### config.mk
export PLATFORM = sky130hd
export DESIGN_NAME = uart_tx_buffered
export DESIGN_NICKNAME = d
export VERILOG_FILES = /design/src/rtl/uart_tx_buffered.sv
export SDC_FILE = /design/constraint.sdc
export NUM_CORES = 1
export LEC_CHECK = 0
export BUFFER_PORTS_ARGS = -buffer_cell sky130_fd_sc_hd__buf_2
export CORE_MARGIN = 8
export CORE_UTILIZATION = 60
export CTS_CLUSTER_SIZE = 24
export DETAILED_ROUTE_END_ITERATION = 8
export GPL_TIMING_DRIVEN = 0
export HOLD_SLACK_MARGIN = 0.03
export MAX_ROUTING_LAYER = met4
export PLACE_DENSITY = 0.8
export SLEW_MARGIN = 20
export SYNTH_ARGS = -nofsm -noshare
export SYNTH_HDL_FRONTEND = slang
export SYNTH_SLANG_ARGS = --single-unit
### constraint.sdc
create_clock -name clock_i -period 4.95 [get_ports clock_i]
set_clock_uncertainty 0.05 [all_clocks]
set_input_delay 0 -clock clock_i [delete_from_list [all_inputs] [get_ports clock_i]]
set_output_delay 0 -clock clock_i [all_outputs]
set_load 0.01 [all_outputs]
### src/rtl/uart_tx_buffered.sv
// uart_tx_buffered
// Byte-wide UART transmitter with a one-entry holding register in front of
// the shifter, so a second byte can be queued while a frame is on the wire
// and sent with no idle gap.
//
// Ports:
//   clock_i          system clock, rising edge
//   reset_i          asynchronous active-low reset
//   clock_divider_i  clocks per bit (>= 2 to transmit), latched per frame
//   data_i/valid_i   byte input, accepted when valid_i && ready_o
//   ready_o          holding register empty
//   parity_bit_i     append parity bit (latched per frame)
//   parity_even_i    1 = even parity, 0 = odd (latched per frame)
//   two_stop_bits_i  1 = two stop bits (latched per frame)
//   serial_o         UART line, idle high
//   busy_o           frame in progress or byte held
//
// state  | meaning
// IDLE   | line high, waiting for a held byte and a usable divider
// START  | start bit (low)
// DATA   | data bits, LSB first
// PARITY | optional parity bit
// STOP   | one or two stop bits (high)
module uart_tx_buffered #(
  parameter int CLOCK_DIVIDER_WIDTH = 16
) (
  input  logic                           clock_i,
  input  logic                           reset_i,
  input  logic [CLOCK_DIVIDER_WIDTH-1:0] clock_divider_i,
  input  logic [7:0]                     data_i,
  input  logic                           valid_i,
  output logic                           ready_o,
  input  logic                           parity_bit_i,
  input  logic                           parity_even_i,
  input  logic                           two_stop_bits_i,
  output logic                           serial_o,
  output logic                           busy_o
);

  localparam int W = CLOCK_DIVIDER_WIDTH;

  typedef enum logic [2:0] {IDLE, START, DATA, PARITY, STOP} state_e;

  state_e         state_q, state_d;
  logic [7:0]     hold_q, hold_d;
  logic           hold_full_q, hold_full_d;
  logic [7:0]     shift_q, shift_d;
  logic [W-1:0]   div_q, div_d;
  logic           par_en_q, par_en_d;
  logic           par_even_q, par_even_d;
  logic           two_stop_q, two_stop_d;
  logic [W-1:0]   timer_q, timer_d;
  logic [2:0]     idx_q, idx_d;
  logic           stop_cnt_q, stop_cnt_d;

  logic           accept;
  logic           div_ok;
  logic           bit_end;
  logic           start_frame;
  logic [W-1:0]   reload;

  assign accept  = valid_i && !hold_full_q;
  assign div_ok  = clock_divider_i >= W'(2);
  assign bit_end = (timer_q == '0);
  assign reload  = div_q - W'(1);

  always_ff @(posedge clock_i or negedge reset_i) begin
    if (!reset_i) begin
      state_q     <= IDLE;
      hold_q      <= '0;
      hold_full_q <= 1'b0;
      shift_q     <= '0;
      div_q       <= '0;
      par_en_q    <= 1'b0;
      par_even_q  <= 1'b0;
      two_stop_q  <= 1'b0;
      timer_q     <= '0;
      idx_q       <= '0;
      stop_cnt_q  <= 1'b0;
    end else begin
      state_q     <= state_d;
      hold_q      <= hold_d;
      hold_full_q <= hold_full_d;
      shift_q     <= shift_d;
      div_q       <= div_d;
      par_en_q    <= par_en_d;
      par_even_q  <= par_even_d;
      two_stop_q  <= two_stop_d;
      timer_q     <= timer_d;
      idx_q       <= idx_d;
      stop_cnt_q  <= stop_cnt_d;
    end
  end

  always_comb begin
    state_d     = state_q;
    hold_d      = hold_q;
    hold_full_d = hold_full_q;
    shift_d     = shift_q;
    div_d       = div_q;
    par_en_d    = par_en_q;
    par_even_d  = par_even_q;
    two_stop_d  = two_stop_q;
    idx_d       = idx_q;
    stop_cnt_d  = stop_cnt_q;
    start_frame = 1'b0;
    // Timer free-runs down inside a bit; every bit_end path reloads it,
    // so it never wraps below zero.
    timer_d     = (state_q == IDLE) ? timer_q : timer_q - W'(1);

    case (state_q)
      IDLE: begin
        if (hold_full_q && div_ok) start_frame = 1'b1;
      end
      START: begin
        if (bit_end) begin
          state_d = DATA;
          idx_d   = '0;
          timer_d = reload;
        end
      end
      DATA: begin
        if (bit_end) begin
          timer_d = reload;
          if (idx_q == 3'd7) begin
            state_d    = par_en_q ? PARITY : STOP;
            stop_cnt_d = 1'b0;
          end else begin
            idx_d = idx_q + 3'd1;
          end
        end
      end
      PARITY: begin
        if (bit_end) begin
          state_d    = STOP;
          stop_cnt_d = 1'b0;
          timer_d    = reload;
        end
      end
      STOP: begin
        if (bit_end) begin
          if (two_stop_q && !stop_cnt_q) begin
            stop_cnt_d = 1'b1;
            timer_d    = reload;
          end else if (hold_full_q && div_ok) begin
            // Chain straight into the next start bit, no idle cycle.
            start_frame = 1'b1;
          end else begin
            state_d = IDLE;
            timer_d = '0;
          end
        end
      end
      default: state_d = IDLE;
    endcase

    if (start_frame) begin
      state_d     = START;
      shift_d     = hold_q;
      div_d       = clock_divider_i;
      par_en_d    = parity_bit_i;
      par_even_d  = parity_even_i;
      two_stop_d  = two_stop_bits_i;
      timer_d     = clock_divider_i - W'(1);
      hold_full_d = 1'b0;
    end

    // A load needs an empty holding register and a drain needs a full one,
    // so the two can never coincide.
    if (accept) begin
      hold_d      = data_i;
      hold_full_d = 1'b1;
    end
  end

  always_comb begin
    serial_o = 1'b1;
    case (state_q)
      START:   serial_o = 1'b0;
      DATA:    serial_o = shift_q[idx_q];
      PARITY:  serial_o = (^shift_q) ^ !par_even_q;
      default: serial_o = 1'b1;
    endcase
  end

  assign ready_o = !hold_full_q;
  assign busy_o  = (state_q != IDLE) || hold_full_q;

endmodule

### After elaboration in Yosys (flattened, before gate mapping)

Cells that the tools add are included.

| word-level totals | value |
|---|---|
| register bits | 59 |
| input bits | 30 |

| operators by class | value |
|---|---|
| add/sub/neg operators | 4 |
| order comparisons | 2 |
| eq/ne operators | 20 |
| multiplexer cells | 36 |
| bitwise gates (word level) | 1 |
| reduce and logical (&&, ||, !) cells | 18 |

Operator list:

| operator | count |
|---|---|
| $mux W16 | 6 |
| $sub A16 B1 Y16 const B | 3 |
| $mux W3 | 12 |
| $pmux W16 S2 | 1 |
| $ne A3 B3 Y1 const B | 7 |
| $ge A16 B2 Y1 const B | 1 |
| $logic_not A16 Y1 | 1 |
| $ne A2 B2 Y1 const B | 8 |
| $pmux W3 S5 | 1 |
| $mux W1 | 11 |
| $reduce_and A8 Y1 | 1 |
| $reduce_xor A8 Y1 | 1 |
| $eq A3 B2 Y1 const B | 2 |
| $eq A3 B3 Y1 const B | 2 |
| $pmux W1 S3 | 2 |
| $pmux W3 S2 | 1 |
| $reduce_and A6 Y1 | 1 |
| $reduce_bool A3 Y1 | 2 |
| $lt A3 B4 Y1 const B | 1 |
| $reduce_and A4 Y1 | 1 |
| $reduce_bool A2 Y1 | 2 |
| $add A3 B1 Y3 const B | 1 |
| $bmux W1 S3 | 1 |
| $eq A3 B1 Y1 const B | 1 |
| 7 further kinds | 11 |

### Longest topological paths before layout

| depth | value |
|---|---|
| depth after elaboration | 8 |
| depth in mapped cells | 10 |
| gate-level depth less buffers | 8 |

### Worst setup path after synthesis

No wires, ideal clock.

| timing path | value |
|---|---|
| path type | flip-flop to flip-flop |
| start | register timer_q[0] |
| end | register div_q[10] |
| library setup time | 0.125 ns |
| arrival | 2.295 ns |
| path slack | 2.481 ns |
| cell stages (with the launch flop) | 10 |
| buffers on the path | 2 |
| cell sequence | dfrtp_1 -> inv_1 -> ha_1 -> nor4b_1 -> and4_1 -> buf_4 -> a21o_1 -> nor4b_4 -> buf_6 -> mux2_2 |

| on the way | value |
|---|---|
| longest elaborated chain between the ends | 3 |

RTL lines:

| item | RTL line | source |
|---|---|---|
| start, declared | 52 | `logic [W-1:0] timer_q, timer_d;` |
| start signal, assigned | 89 | `timer_q <= timer_d;` |
| $logic_not A16 Y1 | 64 | `assign bit_end = (timer_q == '0);` |
| $mux W1 | 141 | `if (bit_end) begin` |
| $pmux W1 S2 | 111 | `case (state_q)` |
| end signal, assigned | 85 | `div_q <= div_d;` |
| end, declared | 48 | `logic [W-1:0] div_q, div_d;` |

Every way passes these cells.
A chain may end at the register's enable or synchronous reset.

### Worst setup path after layout

| timing path | value |
|---|---|
| start | register timer_q[0] |
| end | register div_q[15] |

The elaborated chain is that of the path after synthesis.

==> metrics.md <==
| Metric | Value |
|---|---|
| Status | `complete, no violations` |
| Max FO, Critical Path | `10` |
| Routability cong. | `0.918` |
| Die area | `0.00870 mm²` |
| Clk sinks | `59` |
| Core area | `0.00585 mm²` |
| Via count | `3059` |
| GRT overflow | `0` |
| Crit path max-delay cell type | `nor4b_4` |
| Final setup fails | `0` |
| Worst path required time | `5.11 ns` |
| Vias per std cell | `6.02` |
| Antenna violations before repair | `0` |
| Clock buffer depth | `2` |
| Die extent in y | `93.3 µm` |
| Kind of critical path | `flop to flop` |
| Yosys warns | `0` |
| Initial Util | `61.3%` |
| Worst setup EP type | `flop` |
| First drt pass iteration count | `5` |
| Drt drc | `0` |
| TritonCTS buffer count | `9` |
| #FFs+latches synth | `59` |
| Register area share after synthesis | `41.2%` |
| Die width | `93.3 µm` |
| Synth area leader | `dfrtp_1` |
| Max Clk Rate | `0.347 GHz` |
| Pwr Total | `1.47 mW` |
| Setup tns final | `0 ns` |
| Global-route wire length before repair | `15500 µm` |
| Hold violation count in the final report | `0` |
| Largest net degree at the start of global routing | `60` |
| Slew HR | `49.5%` |
| Pre-CTS setup slack | `2.09 ns` |
| Main synth FF type | `dfrtp_1` |
| Syn_nets | `392` |
| Syn Inst Count | `356` |
| Final cycle utilization of the critical path | `58.1%` |
| Setup ws final | `2.07 ns` |
| NumNets Final | `464` |
| Worst Tran Pin Value | `0.751 ns` |
| Synthesized area | `0.00358 mm²` |
| Worst skew pair latency | `0.34 ns` |
| Share of post-route cells with drive strength above 1 | `21.2%` |
| CTS clock-pin slew for the worst setup and hold paths | `0.07 ns` |
| Final Max Tran Viols | `0` |
| Gr usage total | `23.3%` |
| Post-CTS Repair Setup Buffers | `0` |
| CTS root buffer | `clkbuf_8` |
| Post-cts gate resize count | `0` |
| Routed Wire Length | `9210 µm` |
| Number of synthesized flops with an enable pin | `0` |
| Pleak | `1.80 nW` |
| Critical Path Max Stage Delay | `0.55 ns` |
| Area fraction of the dominant cell type after synthesis | `41.2%` |
| Critical path arrival | `3.04 ns` |
| Non-Filler Instances | `508` |
| Peak VDD IR | `0.393 mV` |
| PortBufs | `32` |
| Placed Instances | `463` |
| CTS H-tree depth | `3` |
| Initial DRC count | `277` |
| Row cnt | `28` |
| Maxcap violations | `0` |
| RSZ-0062 raised after global routing | `false` |
| Crit path max-delay family | `simple AND/OR/NAND/NOR gates` |
| Minimum clock period | `2.88 ns` |
| CP cell instances | `inv_1, ha_1, nor4b_1, and4_1, buf_4, a21o_1, nor4b_4, buf_6, mux2_1` |
| IO Count | `33` |
| Synth async-reset ratio | `100%` |
| Post-synth cell types | `49` |
| Vias in the first global route | `3162` |
| Top cells by area, synth | `dfrtp_1, xnor2_1, mux2_2` |
| CP Buf/Inv Count | `3` |
| Antenna Cells | `0` |
| WL/cell | `18.1 µm` |
| Pwr dens | `335 mW/mm²` |
| Area grow syn2layout | `22.3%` |
| CTS tree | `yes` |
| CP Launch Type | `flop` |
| DP HPWL | `6050 µm` |
| Min-Delay Path Class | `primary input to asynchronous set/reset pin` |
| DRT antenna net count | `0` |
| Mean area per synthesized cell | `10.1 µm²` |
[cell usage after synthesis (2+ instances only)]
cell type and instances:
o31ai_1 2, nand3_1 6, buf_6 4, mux4_2 2, nor3_1 16, inv_1 11, or4_4 2, nand2b_1 6
or4_1 2, clkbuf_1 4, nand2_1 31, or2_2 6, o21ai_0 14, buf_2 2, a221oi_1 9, xnor2_1 26
buf_4 4, ha_1 6, xor2_1 20, nor4_1 10, o21a_1 2, a22oi_1 6, or3_1 4, a21o_1 2
nor2_1 21, a21oi_1 22, dfrtp_1 59, nor2b_1 2, mux2_2 20, mux2_1 13, nor4b_1 4
[worst reg2reg max path: stages, from the launching register on]
cell	delay [ns]
dfrtp_1	0.42
inv_1	0.07
ha_1	0.22
nor4b_1	0.31
and4_1	0.24
buf_4	0.15
a21o_1	0.14
nor4b_4	0.55
buf_6	0.25
mux2_1	0.35
[logic make-up (layout without fill, tap and decap cells)]
family / Yosys count / in the layout / share of synthesized area (%)
buf+inv: 26 / 103 / 4.05
compound gates: 66 / 66 / 11.8
fa+ha+maj: 6 / 6 / 2.09
xor+xnor: 46 / 46 / 11.2
flops: 59 / 59 / 41.2
mux: 36 / 36 / 11.9
simple gates: 117 / 117 / 17.8
[worst paths after layout]
| kind | from | end | slack [ns] | cells past startpoint |
|---|---|---|---|---|
| worst min-delay path | reset_i | div_q[1] | 0.27 | 2 |
| worst max-delay path | timer_q[0] | div_q[15] | 2.07 | 9 |
| max in group asynchronous | reset_i | timer_q[4] | 4.10 | 2 |
| min in group clock_i | parity_bit_i | par_en_q | 0.34 | 3 |
| worst max register to register | timer_q[0] | div_q[15] | 2.07 | 9 |
| worst min register to register | hold_q[7] | shift_q[7] | 0.45 | 1 |
[per-stage QoR]
step	area [µm²]	hold slack, ns	util (%)
2_1_floorplan	3580	-0.346	-
3_3_place_gp	3840	0.167	65.6
3_5_place_dp	3850	0.0583	65.8
4_1_cts	4380	0.233	74.9
5_1_grt	4380	0.326	74.9
6_report	4380	0.273	74.9
[timing repair]
item | in CTS | in global routing
hold buffers | 29 | 0
setup endpoints to repair | 0 | 0
hold endpoints to repair | 102 | 0
[layout by cell type, fill, tap and decap left out, types with 5 or more instances in the layout]
cell,n
dlygate4sd3_1,29
nor2_1,21
ha_1,6
nor3_1,16
nand2b_1,6
buf_2,33
nand3_1,6
clkbuf_8,13
buf_4,5
xor2_1,20
inv_1,11
o21ai_0,14
nor4_1,9
or2_2,6
a22oi_1,6
a21oi_1,22
a221oi_1,9
dfrtp_1,59
mux2_2,20
xnor2_1,26
nand2_1,31
mux2_1,13
[layer usage]
metal / global-route usage [%] / up-vias / part of all wire [%]
li1: - / 1431 / -
met1: 28.6 / 1482 / 43
met2: 37.1 / 125 / 49
met3: 5.05 / 21 / 5.1
met4: 8.19 / 0 / 2.1
met5: - / - / 0
[area by class of cell]
type / count / area (µm²)
clock inverter: 3 / 67.6
sequential: 59 / 1480
multi-input combinational: 271 / 1970
fill: 364 / 1470
buffer: 15 / 104
clock buffer: 13 / 179
tap: 75 / 93.8
inverter: 11 / 41.3
timing repair buffer: 61 / 453
[sequential cells by signal, summed over array words and instances, names as in the netlist, 3 cells and up]
name / flops
div_q: 16
idx_q: 3
state_q: 3
timer_q: 16
hold_q: 8
shift_q: 8
[where the power goes]
group	switching (mW)	internal [mW]	leakage [nW]
Sequential	0.0822	0.548	0.688
Combinational	0.146	0.160	0.988
Clock	0.193	0.339	0.122
Total	0.421	1.05	1.80
Power figures use the tool's default switching activity.
